## config.mk

```make
export PLATFORM = sky130hd
export DESIGN_NAME = shadow_register_restore_controller
export DESIGN_NICKNAME = d
export VERILOG_FILES = /design/src/rtl/shadow_register_restore_controller.sv
export SDC_FILE = /design/constraint.sdc
export NUM_CORES = 1
export LEC_CHECK = 0
export CAP_MARGIN = 10
export CORE_MARGIN = 10
export CORE_UTILIZATION = 48
export DETAILED_ROUTE_END_ITERATION = 10
export HOLD_SLACK_MARGIN = 0.12
export PLACE_DENSITY = 0.87
export SYNTH_ARGS = -nofsm -noshare
export SYNTH_HDL_FRONTEND = slang
export SYNTH_SLANG_ARGS = --single-unit
```

## constraint.sdc

```tcl
create_clock -name clk_i -period 10.85 [get_ports clk_i]
set_clock_uncertainty 0.05 [all_clocks]
set_input_delay 3.255 -clock clk_i [delete_from_list [all_inputs] [get_ports clk_i]]
set_output_delay 3.255 -clock clk_i [all_outputs]
set_load 0.05 [all_outputs]
```

## src/rtl/shadow_register_restore_controller.sv

```systemverilog
// Shadow-register restore controller.
// On an mret restore trigger, reloads NUM_SHADOW_SAVES context words from the
// machine-mode stack frame through a dcache load port, writes each returned
// word into the shadow register file, then reports the popped stack pointer.
// Ports:
//   clk_i, rst_i                  clock, synchronous active-high reset
//   restore_i / restore_sp_i      restore trigger and frame base address
//   restore_ready_o / _done_o     idle indication, completion pulse
//   restore_sp_o                  popped stack pointer (base + frame size)
//   dreq_* / drsp_*               dcache load request/grant and in-order response
//   shadow_reg_*                  shadow register file write port
//   page_offset_i / _matches_o    LSU page offset overlap with the active frame
module shadow_register_restore_controller #(
   parameter int unsigned ADDR_WIDTH       = 6,
   parameter int unsigned DATA_WIDTH       = 32,
   parameter int unsigned NUM_SHADOW_SAVES = 16,
   parameter int unsigned MAX_OUTSTANDING  = 2
) (
   input  logic                  clk_i,
   input  logic                  rst_i,
   input  logic                  restore_i,
   input  logic [DATA_WIDTH-1:0] restore_sp_i,
   output logic                  restore_ready_o,
   output logic                  restore_done_o,
   output logic [DATA_WIDTH-1:0] restore_sp_o,
   output logic                  dreq_req_o,
   output logic [DATA_WIDTH-1:0] dreq_addr_o,
   input  logic                  dreq_gnt_i,
   input  logic                  drsp_valid_i,
   input  logic [DATA_WIDTH-1:0] drsp_data_i,
   output logic                  shadow_reg_we_o,
   output logic [ADDR_WIDTH-1:0] shadow_reg_waddr_o,
   output logic [DATA_WIDTH-1:0] shadow_reg_wdata_o,
   input  logic [11:0]           page_offset_i,
   output logic                  page_offset_matches_o
);

   localparam int unsigned W           = DATA_WIDTH / 8;
   localparam int unsigned OFF_W       = $clog2(W);
   localparam int unsigned CNT_W       = $clog2(NUM_SHADOW_SAVES + 1);
   localparam int unsigned FRAME_BYTES = NUM_SHADOW_SAVES * W;
   localparam int unsigned LAST_OFF    = (NUM_SHADOW_SAVES - 1) * W;

   typedef enum logic {
      IDLE = 1'b0,
      LOAD = 1'b1
   } state_e;

   state_e                state_q;
   logic [DATA_WIDTH-1:0] base_q;
   logic [DATA_WIDTH-1:0] sp_out_q;
   logic [CNT_W-1:0]      req_cnt_q;
   logic [CNT_W-1:0]      rsp_cnt_q;
   logic                  done_q;

   logic [CNT_W-1:0]      outstanding;
   logic                  req_c;
   logic                  gnt_acc;
   logic                  rsp_acc;

   // Request throttling: stop at end of frame or at the outstanding limit.
   assign outstanding = req_cnt_q - rsp_cnt_q;
   assign req_c   = (state_q == LOAD) && (req_cnt_q < CNT_W'(NUM_SHADOW_SAVES))
                    && (32'(outstanding) < MAX_OUTSTANDING);
   assign gnt_acc = req_c && dreq_gnt_i;
   // Responses only count against a load that is actually outstanding.
   assign rsp_acc = (state_q == LOAD) && drsp_valid_i && (rsp_cnt_q < req_cnt_q);

   // State, frame base, counters and result registers.
   always_ff @(posedge clk_i) begin
      if (rst_i) begin
         state_q   <= IDLE;
         base_q    <= '0;
         sp_out_q  <= '0;
         req_cnt_q <= '0;
         rsp_cnt_q <= '0;
         done_q    <= 1'b0;
      end else begin
         done_q <= 1'b0;
         case (state_q)
            IDLE: begin
               if (restore_i) begin
                  base_q    <= restore_sp_i & ~DATA_WIDTH'(W - 1);
                  req_cnt_q <= '0;
                  rsp_cnt_q <= '0;
                  state_q   <= LOAD;
               end
            end
            LOAD: begin
               if (gnt_acc) begin
                  req_cnt_q <= req_cnt_q + CNT_W'(1);
               end
               if (rsp_acc) begin
                  rsp_cnt_q <= rsp_cnt_q + CNT_W'(1);
                  // Last word written: pulse done and publish the popped SP.
                  if (rsp_cnt_q == CNT_W'(NUM_SHADOW_SAVES - 1)) begin
                     done_q   <= 1'b1;
                     sp_out_q <= base_q + DATA_WIDTH'(FRAME_BYTES);
                     state_q  <= IDLE;
                  end
               end
            end
         endcase
      end
   end

   assign restore_ready_o    = (state_q == IDLE);
   assign restore_done_o     = done_q;
   assign restore_sp_o       = sp_out_q;
   assign dreq_req_o         = req_c;
   assign dreq_addr_o        = base_q + (DATA_WIDTH'(req_cnt_q) << OFF_W);
   assign shadow_reg_we_o    = rsp_acc;
   assign shadow_reg_waddr_o = ADDR_WIDTH'(rsp_cnt_q);
   assign shadow_reg_wdata_o = drsp_data_i;

   // Frame overlap on 8-byte granules within the page; the range may wrap.
   logic [11:0] last_lo;
   logic [8:0]  first_idx;
   logic [8:0]  last_idx;
   logic [8:0]  off_idx;
   logic        in_range;
   logic        unused_bits;

   assign last_lo   = base_q[11:0] + 12'(LAST_OFF);
   assign first_idx = base_q[11:3];
   assign last_idx  = last_lo[11:3];
   assign off_idx   = page_offset_i[11:3];
   assign in_range  = (last_idx >= first_idx)
                      ? ((off_idx >= first_idx) && (off_idx <= last_idx))
                      : ((off_idx >= first_idx) || (off_idx <= last_idx));
   assign page_offset_matches_o = (state_q == LOAD) && in_range;
   assign unused_bits = ^{page_offset_i[2:0], last_lo[2:0]};

`ifndef SYNTHESIS
   logic                  req_prev_q;
   logic                  gnt_prev_q;
   logic [DATA_WIDTH-1:0] addr_prev_q;

   // Protocol checks; misuse by the issue stage or dcache is tolerated but reported.
   always_ff @(posedge clk_i) begin
      if (rst_i) begin
         req_prev_q  <= 1'b0;
         gnt_prev_q  <= 1'b0;
         addr_prev_q <= '0;
      end else begin
         req_prev_q  <= dreq_req_o;
         gnt_prev_q  <= dreq_gnt_i;
         addr_prev_q <= dreq_addr_o;
         assert (!(restore_i && (state_q != IDLE)))
            else $warning("restore_i ignored: restore already in progress");
         assert (!(drsp_valid_i && !rsp_acc))
            else $warning("drsp_valid_i ignored: no load outstanding");
         assert (!(req_prev_q && !gnt_prev_q) || (dreq_req_o && (dreq_addr_o == addr_prev_q)))
            else $error("dreq_req_o/dreq_addr_o changed before grant");
         assert (32'(outstanding) <= MAX_OUTSTANDING)
            else $error("outstanding loads exceed limit");
      end
   end
`endif

endmodule

```

; ---- Word-level counts from Yosys, hierarchy flattened
; Index checks and enable logic that the tools add are counted.
[word_totals]
register_bits = 74
input_bits = 81
output_inout_bits = 107
elab_cells = 48
[op_classes]
n_addsub = 6
n_lt_le_gt_ge = 6
eq_ne = 4
muxes = 11
n_bitwise = 2
n_reduce_logical = 13
[ops]
columns = op, count
row1 = 32-bit by 7-bit adder with 32-bit output, 1
row2 = 32-bit by 7-bit adder with 32-bit output (second input constant), 1
row3 = 5-bit case mux with 2 select lines, 2
row4 = 9-bit >= comparator, 2
row5 = 5-bit two-way mux, 3
row6 = 12-bit by 6-bit adder with 12-bit output (second input constant), 1
row7 = 5-bit by 1-bit adder with 5-bit output (second input constant), 2
row8 = 9-bit less-or-equal comparator, 1
row9 = 1-bit logical AND, 7
row10 = 2-bit AND reduction, 3
row11 = 5-bit by 4-bit == test with 1-bit output (second input constant), 1
row12 = 5-bit by 2-bit < comparator with 1-bit output (second input constant), 1
row13 = 5-bit < comparator, 1
row14 = 5-bit < comparator (second input constant), 1
row15 = 1-bit two-way mux, 5
row16 = 5-bit subtractor, 1
row17 = 2-bit != test (second input constant), 2
row18 = 3-bit AND reduction, 1
row19 = 3-bit OR reduction, 1
row20 = 2-bit by 1-bit != test with 1-bit output (second input constant), 1
row21 = 1-bit inverter, 2
row22 = 1-bit case mux with 2 select lines, 1
row23 = 1-bit logical OR, 1

; ---- Logic depth before layout (Yosys ltp)
; Gate-level depths: netlist of the first run.
[logic_depth]
ltp_word = 6
ltp_mapped = 13
ltp_nobuf = 13

; ---- Worst setup path after synthesis of the first run
; No wires, ideal clock.
[synth_timing]
kind = input to output
start = input port page_offset_i[3]
end = output port page_offset_matches_o
t_arrival_ps = 4857
required_ps = 7545
path_slack_ps = 2688
stages = 8
n_path_buf = 0
cell_sequence = inv_1 ha_1 nand2b_1 a2111oi_0 nor3_1 o31ai_1 nor3_1 a41o_1
[synth_via]
elab_chain_cells = 4
elab_cells_between_ends = 6
cone_classes = order compare (2) / mux (1) / reduce/logical (3)
[synth_rtl]
columns = element, line_no
row1 = "start, declared", 34  ; input logic [11:0] page_offset_i,
row2 = 9-bit >= comparator / 9-bit less-or-equal comparator (equally long branches), "129, 130"
row3 = 1-bit logical OR / 1-bit logical AND (equally long branches), "130, 129"
row4 = 1-bit two-way mux *, 129  ; ? ((off_idx >= first_idx) && (off_idx <= last_idx))
row5 = 1-bit logical AND *, 131  ; assign page_offset_matches_o = (state_q == LOAD) && in_range;
row6 = "end, declared", 35  ; output logic page_offset_matches_o
; Every way passes the cells marked *; elsewhere a longest branch is shown, timed or not.

; ---- Worst setup path after layout of the first run
; Ends and elaborated chain as after synthesis.

==> out/results.ini, run 1 <==
[clocking]
cts.repair_timing.setup_buffer_count = 0
htreeDepth = 3
clock_latency_ps = 350
post_cts_resized = 0
cts.clk_slew.worst_paths_ps = 80
numClockSinks = 72
cts_root_buf = sky130_fd_sc_hd__clkbuf_8
total_clock_buffers_created_by_cts = 9
postCtsHoldBufs = 0
cts.path.max_buffers = 2
tritoncts = built

[power_and_ir_drop]
pwr-share-seq = 0.445
power_switching_w = 0.000204
power-per-cell-area_mw_per_mm2 = 108
switching_share = 0.316
power_frac_clock = 0.333
comb_power_share = 0.221
cellInternalPower_w = 0.000443
static-leakage-power_nw = 2.18
max-vdd-ir-drop_uv = 67.8

[global_routing]
grt_pass1_vias = 4435
grt_antenna_before_repair = 0
grt-ovfl-total = 0
maximum_number_of_pins_on_one_net_before_global_route_repair = 60
groute.usage.overall = 0.190
grt_pass1_wl_mm = 22.7

[run_status]
status = finished, final reports clean

[setup_path]
critical_path.most_common_cell = sky130_fd_sc_hd__clkdlybuf4s50_1
worst_path_cell_trace = clkdlybuf4s50_1 > inv_1 > ha_1 > nand2b_1 > a2111oi_0 > nor3_1 > o31ai_1 > nand2_1 > a41o_1 > clkdlybuf4s50_1
crit_path_max_fanout = 2
setup.worst_path.end_class = primary output
critical-path-slowest-cell = sky130_fd_sc_hd__clkdlybuf4s50_1
r2r_cells = 7
timing.setup.critical_path_class = in2out
critical-path-max-stage-delay_ps = 700
critPathRequiredTime_ps = 7550
arrival_worst_endpoint_ps = 6010
critical_path.startpoint_type = primary input

[sta]
fin_hold_ws_ps = 409
final_hold_viol_count = 0
setup_repair_after_global_routing_missed_its_margin = false
post-route-min-period_ps = 9320
count_of_final_max_slew_check_failures = 0
final-setup-viol-count = 0
timing_worst_slew_pin_value_ps = 971
total_negative_slack_for_setup_checks_ps = 0
achievable-frequency_mhz = 107
finalCritPeriodShare = 0.859
worst_slew_margin_rel = 0.348

[synth]
synth.distinct_cells = 51
yosys_warnings = 0
synth-async-reset-ratio = 0
ys_ff_latch = 72
synth_sequential_area_ratio = 0.295
synth.top_cell.area_share = 0.295
netlist.top_cell.by_area = sky130_fd_sc_hd__dfxtp_1
syn-mean-instance-area_um2 = 7.59
yosys.cell_count.top_type = sky130_fd_sc_hd__nand2_1
synthTopCellsByArea = sky130_fd_sc_hd__dfxtp_1 (30%), sky130_fd_sc_hd__ha_1 (9.7%), sky130_fd_sc_hd__nand2_1 (7.9%), sky130_fd_sc_hd__xnor2_1 (5.9%), sky130_fd_sc_hd__a21oi_1 (5.7%)
yosys_most_used_dff = sky130_fd_sc_hd__dfxtp_1
synth_cells = 643
synth-edff-count = 0
synth_commonest_cells = sky130_fd_sc_hd__nand2_1 (103), sky130_fd_sc_hd__dfxtp_1 (72), sky130_fd_sc_hd__a21oi_1 (56)
syn_area_mm2 = 0.00488

[drt]
drt_pass1_iterations = 5
met3_wirelength_mm = 1.11
post_drt_via_cell_ratio = 5.47
route.antenna.remaining_nets = 0
route.final.wire_length_mm = 14.2
routed.top_layer = met4
avgRoutedWirePerCell_um = 16.9
drt_iter0_markers = 327
via_count = 4603
drc_errors = 0
wl_met1_mm = 6.02
met2RoutedLength_mm = 6.75

[layout]
final_std_cell_area_no_fill_mm2 = 0.00602
syn_to_final_growth_pct = 23.3
final_nets = 824
multi_input_comb_area_mm2 = 0.00293
final_core_util = 0.613
post_route_cells_drive_above_1_share = 0.0438
final-seq-area_mm2 = 0.00144
diodes = 0
n_fill_cell = 940
stdcell_count = 841

[floorplan]
core_region_area_mm2 = 0.00982
fp.dieH_um = 121
pin_count = 188
width_of_the_die_um = 121
die-area_mm2 = 0.0146
initial_utilization = 0.497
floorplan_row_count = 36

[worst_hold_path]
hold_path_class = reg2reg
min_delay_path_depth = 2

[placement]
dpl-instance-area_mm2 = 0.00582
detailed_place_hpwl_mm = 10.9
number_of_port_buffers = 113
numPlacedInstances = 825
routabilityCongestion = 0.915

[run]
max_cap_violations = 0

==> cell families (layout without fill, tap and decap cells) <==
| group | count (synthesis) | after routing | synth area share |
|---|---|---|---|
| AOI/OAI and AO/OA | 123 | 123 | 0.155 |
| xor gates and xnor gates | 57 | 57 | 0.102 |
| adders and majority gates | 40 | 40 | 0.106 |
| buffers and inverters | 104 | 165 | 0.110 |
| DFF | 72 | 72 | 0.295 |
| muxes | 1 | 1 | 0.00205 |
| other | 1 | 5 | 0.000769 |
| and+or+nand+nor | 245 | 245 | 0.229 |
==> final timing paths <==
| check | startpoint | to | slack (ps) |
|---|---|---|---|
| setup reg to reg | base_q[7] | restore_sp_o[30] | 8000 |
| hold reg to reg | restore_sp_o[2] | restore_sp_o[2] | 410 |
| setup / recovery | page_offset_i[3] | page_offset_matches_o | 1530 |
| hold / removal | restore_sp_o[2] | restore_sp_o[2] | 410 |
==> metal layers <==
metal,track usage,vias to the layer above
li1,-,2271
met1,0.229,2133
met2,0.315,173
met3,0.0558,26
met4,0.0618,0
met5,0,-
==> critical path: cells and delay by family <==
kind,cells,cell delay (ps)
and+or+nand+nor,3,370
buffers and inverters,3,1220
AOI/OAI and AO/OA,3,900
adders and majority gates,1,280
==> stage by stage <==
step | setup slack, ps | total power, W
after global routing | 1310 | 0.000676
final | 1530 | 0.000647
after floorplan | 2690 | 0.000417
after detailed placement | 1550 | 0.000436
after global placement | 1600 | 0.000432
after CTS | 1540 | 0.000650
==> state kept, by name (all words and copies together) (netlist names) <==
name and flops:
restore_sp_o 30, base_q 30, restore_done_o 1, req_cnt_q 5
rsp_cnt_q 5, state_q 1
==> layout by cell type, fill, tap and decap left out, drive strengths merged, types with 20 or more instances in the layout <==
cell type,Yosys,routed
a211oi,20,20
clkdlybuf4s50,0,112
dfxtp,72,72
o21ai,20,20
a21oi,56,56
nand3,24,24
xnor2,33,33
xor2,24,24
ha,38,38
nor2,52,52
inv,31,31
nand2,103,103
==> power by group through the flow <==
stage | registers [W] | logic, W | clock network (W)
6_report | 0.000288 | 0.000143 | 0.000216
5_1_grt | 0.000289 | 0.000156 | 0.000230
4_1_cts | 0.000288 | 0.000144 | 0.000219
3_5_place_dp | 0.000294 | 0.000143 | 0
3_3_place_gp | 0.000293 | 0.000139 | 0
2_1_floorplan | 0.000283 | 0.000134 | 0
==> layout make-up <==
type / count / area share
flip-flops and latches: 72 / 0.240
clock buffers: 12 / 0.0241
well taps: 133 / 0.0277
inverters: 31 / 0.0193
multi-input cells: 471 / 0.487
repair buffers: 118 / 0.193
clock inverters: 4 / 0.00894
Note: power is estimated with default switching activity, not from simulation.
==> inputs of run 2 (changes only) <==
--- a/config.mk
+++ b/config.mk
@@ -7,10 +7,11 @@
 export LEC_CHECK = 0
 export CAP_MARGIN = 10
 export CORE_MARGIN = 10
-export CORE_UTILIZATION = 48
+export CORE_UTILIZATION = 45
 export DETAILED_ROUTE_END_ITERATION = 10
 export HOLD_SLACK_MARGIN = 0.12
-export PLACE_DENSITY = 0.87
+export PLACE_DENSITY = 0.82
+export RECOVER_POWER = 100
 export SYNTH_ARGS = -nofsm -noshare
 export SYNTH_HDL_FRONTEND = slang
 export SYNTH_SLANG_ARGS = --single-unit
==> constraint.sdc (replaced) <==
create_clock -name clk_i -period 10.23 [get_ports clk_i]
set_clock_uncertainty 0.05 [all_clocks]
set_input_delay 3.069 -clock clk_i [delete_from_list [all_inputs] [get_ports clk_i]]
set_output_delay 3.069 -clock clk_i [all_outputs]
set_load 0.05 [all_outputs]
==> out/results.ini, run 2 (synthesized netlist as in run 1, its figures left out) <==
[power_and_ir_drop]
cellInternalPower_w = 0.000434
power_switching_w = 0.000222
switching_share = 0.338
pwr-share-seq = 0.465
static-leakage-power_nw = 2.36
power_frac_clock = 0.309
max-vdd-ir-drop_uv = 65.5
comb_power_share = 0.226
power-per-cell-area_mw_per_mm2 = 110

[clocking]
clock_latency_ps = 360
cts.clk_slew.worst_paths_ps = 70
cts_root_buf = sky130_fd_sc_hd__clkbuf_8
post_cts_resized = 0
cts.path.max_buffers = 2
cts.repair_timing.setup_buffer_count = 0
total_clock_buffers_created_by_cts = 9
numClockSinks = 72
tritoncts = built
htreeDepth = 3
postCtsHoldBufs = 0

[drt]
drt_iter0_markers = 418
drc_errors = 0
route.antenna.remaining_nets = 0
route.final.wire_length_mm = 14.6
post_drt_via_cell_ratio = 5.42
avgRoutedWirePerCell_um = 17.3
drt_pass1_iterations = 5
via_count = 4560

[sta]
finalCritPeriodShare = 0.885
timing_worst_slew_pin_value_ps = 2920
final-setup-viol-count = 0
worst_slew_margin_rel = -0.967
total_negative_slack_for_setup_checks_ps = 0
fin_hold_ws_ps = 408
achievable-frequency_mhz = 110
final_hold_viol_count = 0
post-route-min-period_ps = 9060
count_of_final_max_slew_check_failures = 91
setup_repair_after_global_routing_missed_its_margin = false

[floorplan]
width_of_the_die_um = 124
floorplan_row_count = 37
pin_count = 188
initial_utilization = 0.466
fp.dieH_um = 124
core_region_area_mm2 = 0.0105
die-area_mm2 = 0.0154

[setup_path]
critPathRequiredTime_ps = 7110
critical_path.startpoint_type = primary input
timing.setup.critical_path_class = in2out
setup.worst_path.end_class = primary output
arrival_worst_endpoint_ps = 5940
crit_path_max_fanout = 2
r2r_cells = 9
worstReg2RegStart = rsp_cnt_q[1]
regToRegSetupSlack_ps = 5280
critical_path.reg2reg.endpoint = restore_sp_o[8]

[layout]
post_route_cells_drive_above_1_share = 0.0340
syn_to_final_growth_pct = 22.1
final-seq-area_mm2 = 0.00144
final_nets = 822
final_common_cell = sky130_fd_sc_hd__nand2_1
n_fill_cell = 1007
layout.cells.most_common_list = sky130_fd_sc_hd__nand2_1 (103), sky130_fd_sc_hd__dfxtp_1 (72), sky130_fd_sc_hd__dlygate4sd3_1 (72), sky130_fd_sc_hd__a21oi_1 (56), sky130_fd_sc_hd__nor2_1 (52)
multi_input_comb_area_mm2 = 0.00292
diodes = 0

[placement]
number_of_port_buffers = 113
routabilityCongestion = 0.919
detailed_place_hpwl_mm = 11.4

[global_routing]
grt_pass1_wl_mm = 22.9
grt_pass1_vias = 4481
maximum_number_of_pins_on_one_net_before_global_route_repair = 60
grt_use_met2 = 0.312
grt_use_met3 = 0.0385
grt_use_met1 = 0.235
grt_antenna_before_repair = 0
groute.usage.overall = 0.187
grt-ovfl-total = 0
gr-max-usage-layer = met2

[worst_hold_path]
worst_hold_startpoint = restore_sp_o[2]
hold_path_class = reg2reg
holdPathEnd = restore_sp_o[2]
min_delay_path_depth = 2

[run_status]
status = finished, violations left
failed_checks = capacitance limit, slew limit

[run]
max_cap_violations = 2

## run 2: cell types whose count changed in the layout (fill, tap and decap cells not counted), sizes merged
cell	delta
clkbuf	+1
clkinv	+1
clkinvlp	+1
dlygate4sd3	+72
clkdlybuf4s50	-72
inv	+1
buf	-5
bufinv	-1
## run 2: final cells by class
| class | count | share of cell area |
|---|---|---|
| Sequential cell | 72 | 0.242 |
| Clock inverter | 6 | 0.00756 |
| Multi-Input combinational cell | 471 | 0.490 |
| Timing Repair Buffer | 116 | 0.191 |
| Clock buffer | 10 | 0.0214 |
| Tap cell | 136 | 0.0286 |
| Inverter | 31 | 0.0195 |
## run 2: through the flow
step / utilization / power (W) / setup slack, ps / cells / instance area [µm²]
floorplan: - / 0.000442 / 2440 / 647 / 4890
global placement: 0.554 / 0.000460 / 1220 / 825 / 5800
detailed placement: 0.554 / 0.000463 / 1220 / 825 / 5800
CTS: 0.571 / 0.000662 / 1230 / 841 / 5970
global route: 0.569 / 0.000689 / 965 / 842 / 5960
finish: 0.569 / 0.000656 / 1170 / 842 / 5960
## run 2: power by group through the flow
stage          Combinational (W)  Clock [W]  Sequential, W
6_report                0.000148   0.000203       0.000305
5_1_grt                 0.000161   0.000220       0.000307
4_1_cts                 0.000153   0.000205       0.000304
3_5_place_dp            0.000152          0       0.000311
3_3_place_gp            0.000149          0       0.000311
2_1_floorplan           0.000142          0       0.000300
## run 2: critical path: stages
cell and delay (ps):
sky130_fd_sc_hd__clkdlybuf4s50_1 450, sky130_fd_sc_hd__inv_1 60, sky130_fd_sc_hd__ha_1 270, sky130_fd_sc_hd__nand2b_1 130, sky130_fd_sc_hd__a2111oi_0 400, sky130_fd_sc_hd__nor3_1 140, sky130_fd_sc_hd__o31ai_1 320, sky130_fd_sc_hd__nand2_1 110
sky130_fd_sc_hd__a41o_1 220, sky130_fd_sc_hd__dlygate4sd3_1 760
## run 2: worst max-delay path by stage
stage / end / cells after the start / startpoint
after floorplan: page_offset_matches_o / 8 / page_offset_i[3]
after global routing: page_offset_matches_o / 10 / page_offset_i[3]
final: page_offset_matches_o / 10 / page_offset_i[3]
after global placement: page_offset_matches_o / 10 / page_offset_i[3]
after CTS: page_offset_matches_o / 10 / page_offset_i[3]
after detailed placement: page_offset_matches_o / 10 / page_offset_i[3]
## run 2: routing by layer
metal / part of all wire / routed length [µm] / vias to the layer above
met5: 0 / 0 / -
met4: 0.013 / 196 / 0
met3: 0.072 / 1050 / 18
met2: 0.49 / 7090 / 148
met1: 0.43 / 6250 / 2128
li1: - / - / 2266
==> inputs of run 3 (changes only) <==
--- a/config.mk
+++ b/config.mk
@@ -12,6 +12,7 @@
 export HOLD_SLACK_MARGIN = 0.12
 export PLACE_DENSITY = 0.82
 export RECOVER_POWER = 100
+export SLEW_MARGIN = 20
 export SYNTH_ARGS = -nofsm -noshare
 export SYNTH_HDL_FRONTEND = slang
 export SYNTH_SLANG_ARGS = --single-unit
==> out/results.ini, run 3 (synthesized netlist as in run 1, its figures left out) <==
[floorplan]
fp.dieH_um = 124
die-area_mm2 = 0.0154
pin_count = 188
core_region_area_mm2 = 0.0105
floorplan_row_count = 37
width_of_the_die_um = 124
initial_utilization = 0.466

[global_routing]
grt_pass1_wl_mm = 23.1
grt_pass1_vias = 4549
groute.usage.overall = 0.188
grt_antenna_before_repair = 0
grt-ovfl-total = 0
maximum_number_of_pins_on_one_net_before_global_route_repair = 60

[clocking]
postCtsHoldBufs = 0
post_cts_resized = 0
htreeDepth = 3
numClockSinks = 72
clock_latency_ps = 350
cts_root_buf = sky130_fd_sc_hd__clkbuf_8
cts.repair_timing.setup_buffer_count = 0
cts.path.max_buffers = 2
cts.clk_slew.worst_paths_ps = 90
total_clock_buffers_created_by_cts = 9
tritoncts = built

[setup_path]
crit_path_max_fanout = 2
worst_path_cell_trace = clkdlybuf4s50_1 > inv_1 > ha_1 > nand2b_1 > a2111oi_0 > nor3_1 > o31ai_1 > nand2_1 > a41o_1 > dlygate4sd3_1
setup.worst_path.end_class = primary output
critical_path.startpoint_type = primary input
critical-path-max-stage-delay_ps = 760
critPathRequiredTime_ps = 7110
critical-path-slowest-cell = sky130_fd_sc_hd__dlygate4sd3_1
timing.setup.critical_path_class = in2out
arrival_worst_endpoint_ps = 5990

[sta]
count_of_final_max_slew_check_failures = 65
worst_slew_margin_rel = -1.07
final_hold_viol_count = 0
finalCritPeriodShare = 0.891
total_negative_slack_for_setup_checks_ps = 0
achievable-frequency_mhz = 110
timing_worst_slew_pin_value_ps = 3070
setup_repair_after_global_routing_missed_its_margin = false
finalWorstSetupSlack_ps = 1120
post-route-min-period_ps = 9110
final-setup-viol-count = 0

[power_and_ir_drop]
power-per-cell-area_mw_per_mm2 = 114
static-leakage-power_nw = 2.39
max-vdd-ir-drop_uv = 60.5

[layout]
diodes = 0
post_route_cells_drive_above_1_share = 0.0354
stdcell_count = 842
final_std_cell_area_no_fill_mm2 = 0.00598
n_fill_cell = 993
layout.cells.most_common_list = sky130_fd_sc_hd__nand2_1 (103), sky130_fd_sc_hd__dfxtp_1 (72), sky130_fd_sc_hd__dlygate4sd3_1 (72), sky130_fd_sc_hd__a21oi_1 (56), sky130_fd_sc_hd__nor2_1 (52)
final_nets = 822
syn_to_final_growth_pct = 22.7
final_common_cell = sky130_fd_sc_hd__nand2_1

[placement]
dpl-instance-area_mm2 = 0.00583
dp_slack_ps = 1180
number_of_port_buffers = 113
numPlacedInstances = 826
routabilityCongestion = 0.919
detailed_place_hpwl_mm = 11.5

[drt]
drc_errors = 0
post_drt_via_cell_ratio = 5.44
route.final.wire_length_mm = 14.5
avgRoutedWirePerCell_um = 17.3
drt_pass1_iterations = 5
via_count = 4579
route.antenna.remaining_nets = 0
drt_iter0_markers = 459

[run]
max_cap_violations = 2

[worst_hold_path]
hold_path_class = reg2reg

[run_status]
status = finished, violations left
failed_checks = capacitance limit, slew limit

==> run 3: changes by cell type in the layout (fill, tap and decap cells not counted) <==
cell / before / now
sky130_fd_sc_hd__buf_4: 1 / 2
sky130_fd_sc_hd__clkinvlp_4: 3 / 1
sky130_fd_sc_hd__clkinv_4: 1 / 2
sky130_fd_sc_hd__bufinv_16: 0 / 1
sky130_fd_sc_hd__clkbuf_1: 4 / 3
==> run 3: report_power, final <==
group          switching [W]  internal (W)  leakage [nW]
clock network       0.000115      0.000114        0.0968
logic              0.0000912     0.0000575          1.70
registers          0.0000169      0.000288         0.585
total               0.000223      0.000459          2.39
==> run 3: per-layer routing <==
layer | GRT usage | up-vias | routed length (µm) | part of all wire
li1 | - | 2259 | - | -
met1 | 0.228 | 2153 | 6260 | 0.43
met2 | 0.325 | 148 | 7090 | 0.49
met3 | 0.0430 | 19 | 985 | 0.068
met4 | 0.0496 | 0 | 211 | 0.015
met5 | 0 | - | 0 | 0
==> run 3: layout make-up <==
cell class              instances  area, µm²  area share
clock inverters                 6       68.8      0.0115
flip-flops and latches         72       1440       0.241
multi-input cells             471       2920       0.487
repair buffers                116       1140       0.191
inverters                      31        116      0.0194
clock buffers                  10        128      0.0213
well taps                     136        170      0.0284
==> run 3: path summary, 6_finish.rpt <==
kind	startpoint	end	depth (start not counted)	slack [ps]
setup / recovery	page_offset_i[3]	page_offset_matches_o	10	1120
hold / removal	restore_sp_o[4]	restore_sp_o[4]	2	410
setup reg to reg	rsp_cnt_q[1]	restore_sp_o[8]	9	5250
hold reg to reg	restore_sp_o[4]	restore_sp_o[4]	2	410
==> run 3: through the flow <==
step	hold slack, ps	total power [W]	utilization
after floorplan	422	0.000442	-
after global placement	391	0.000460	0.554
after detailed placement	405	0.000463	0.557
after CTS	417	0.000689	0.576
after global routing	439	0.000713	0.572
final	409	0.000682	0.572
==> run 3: critical path, delay by kind of cell <==
family | cells | cell delay (ps)
buf+inv | 3 | 1270
compound gates | 3 | 970
simple gates | 3 | 400
fa+ha+maj | 1 | 280
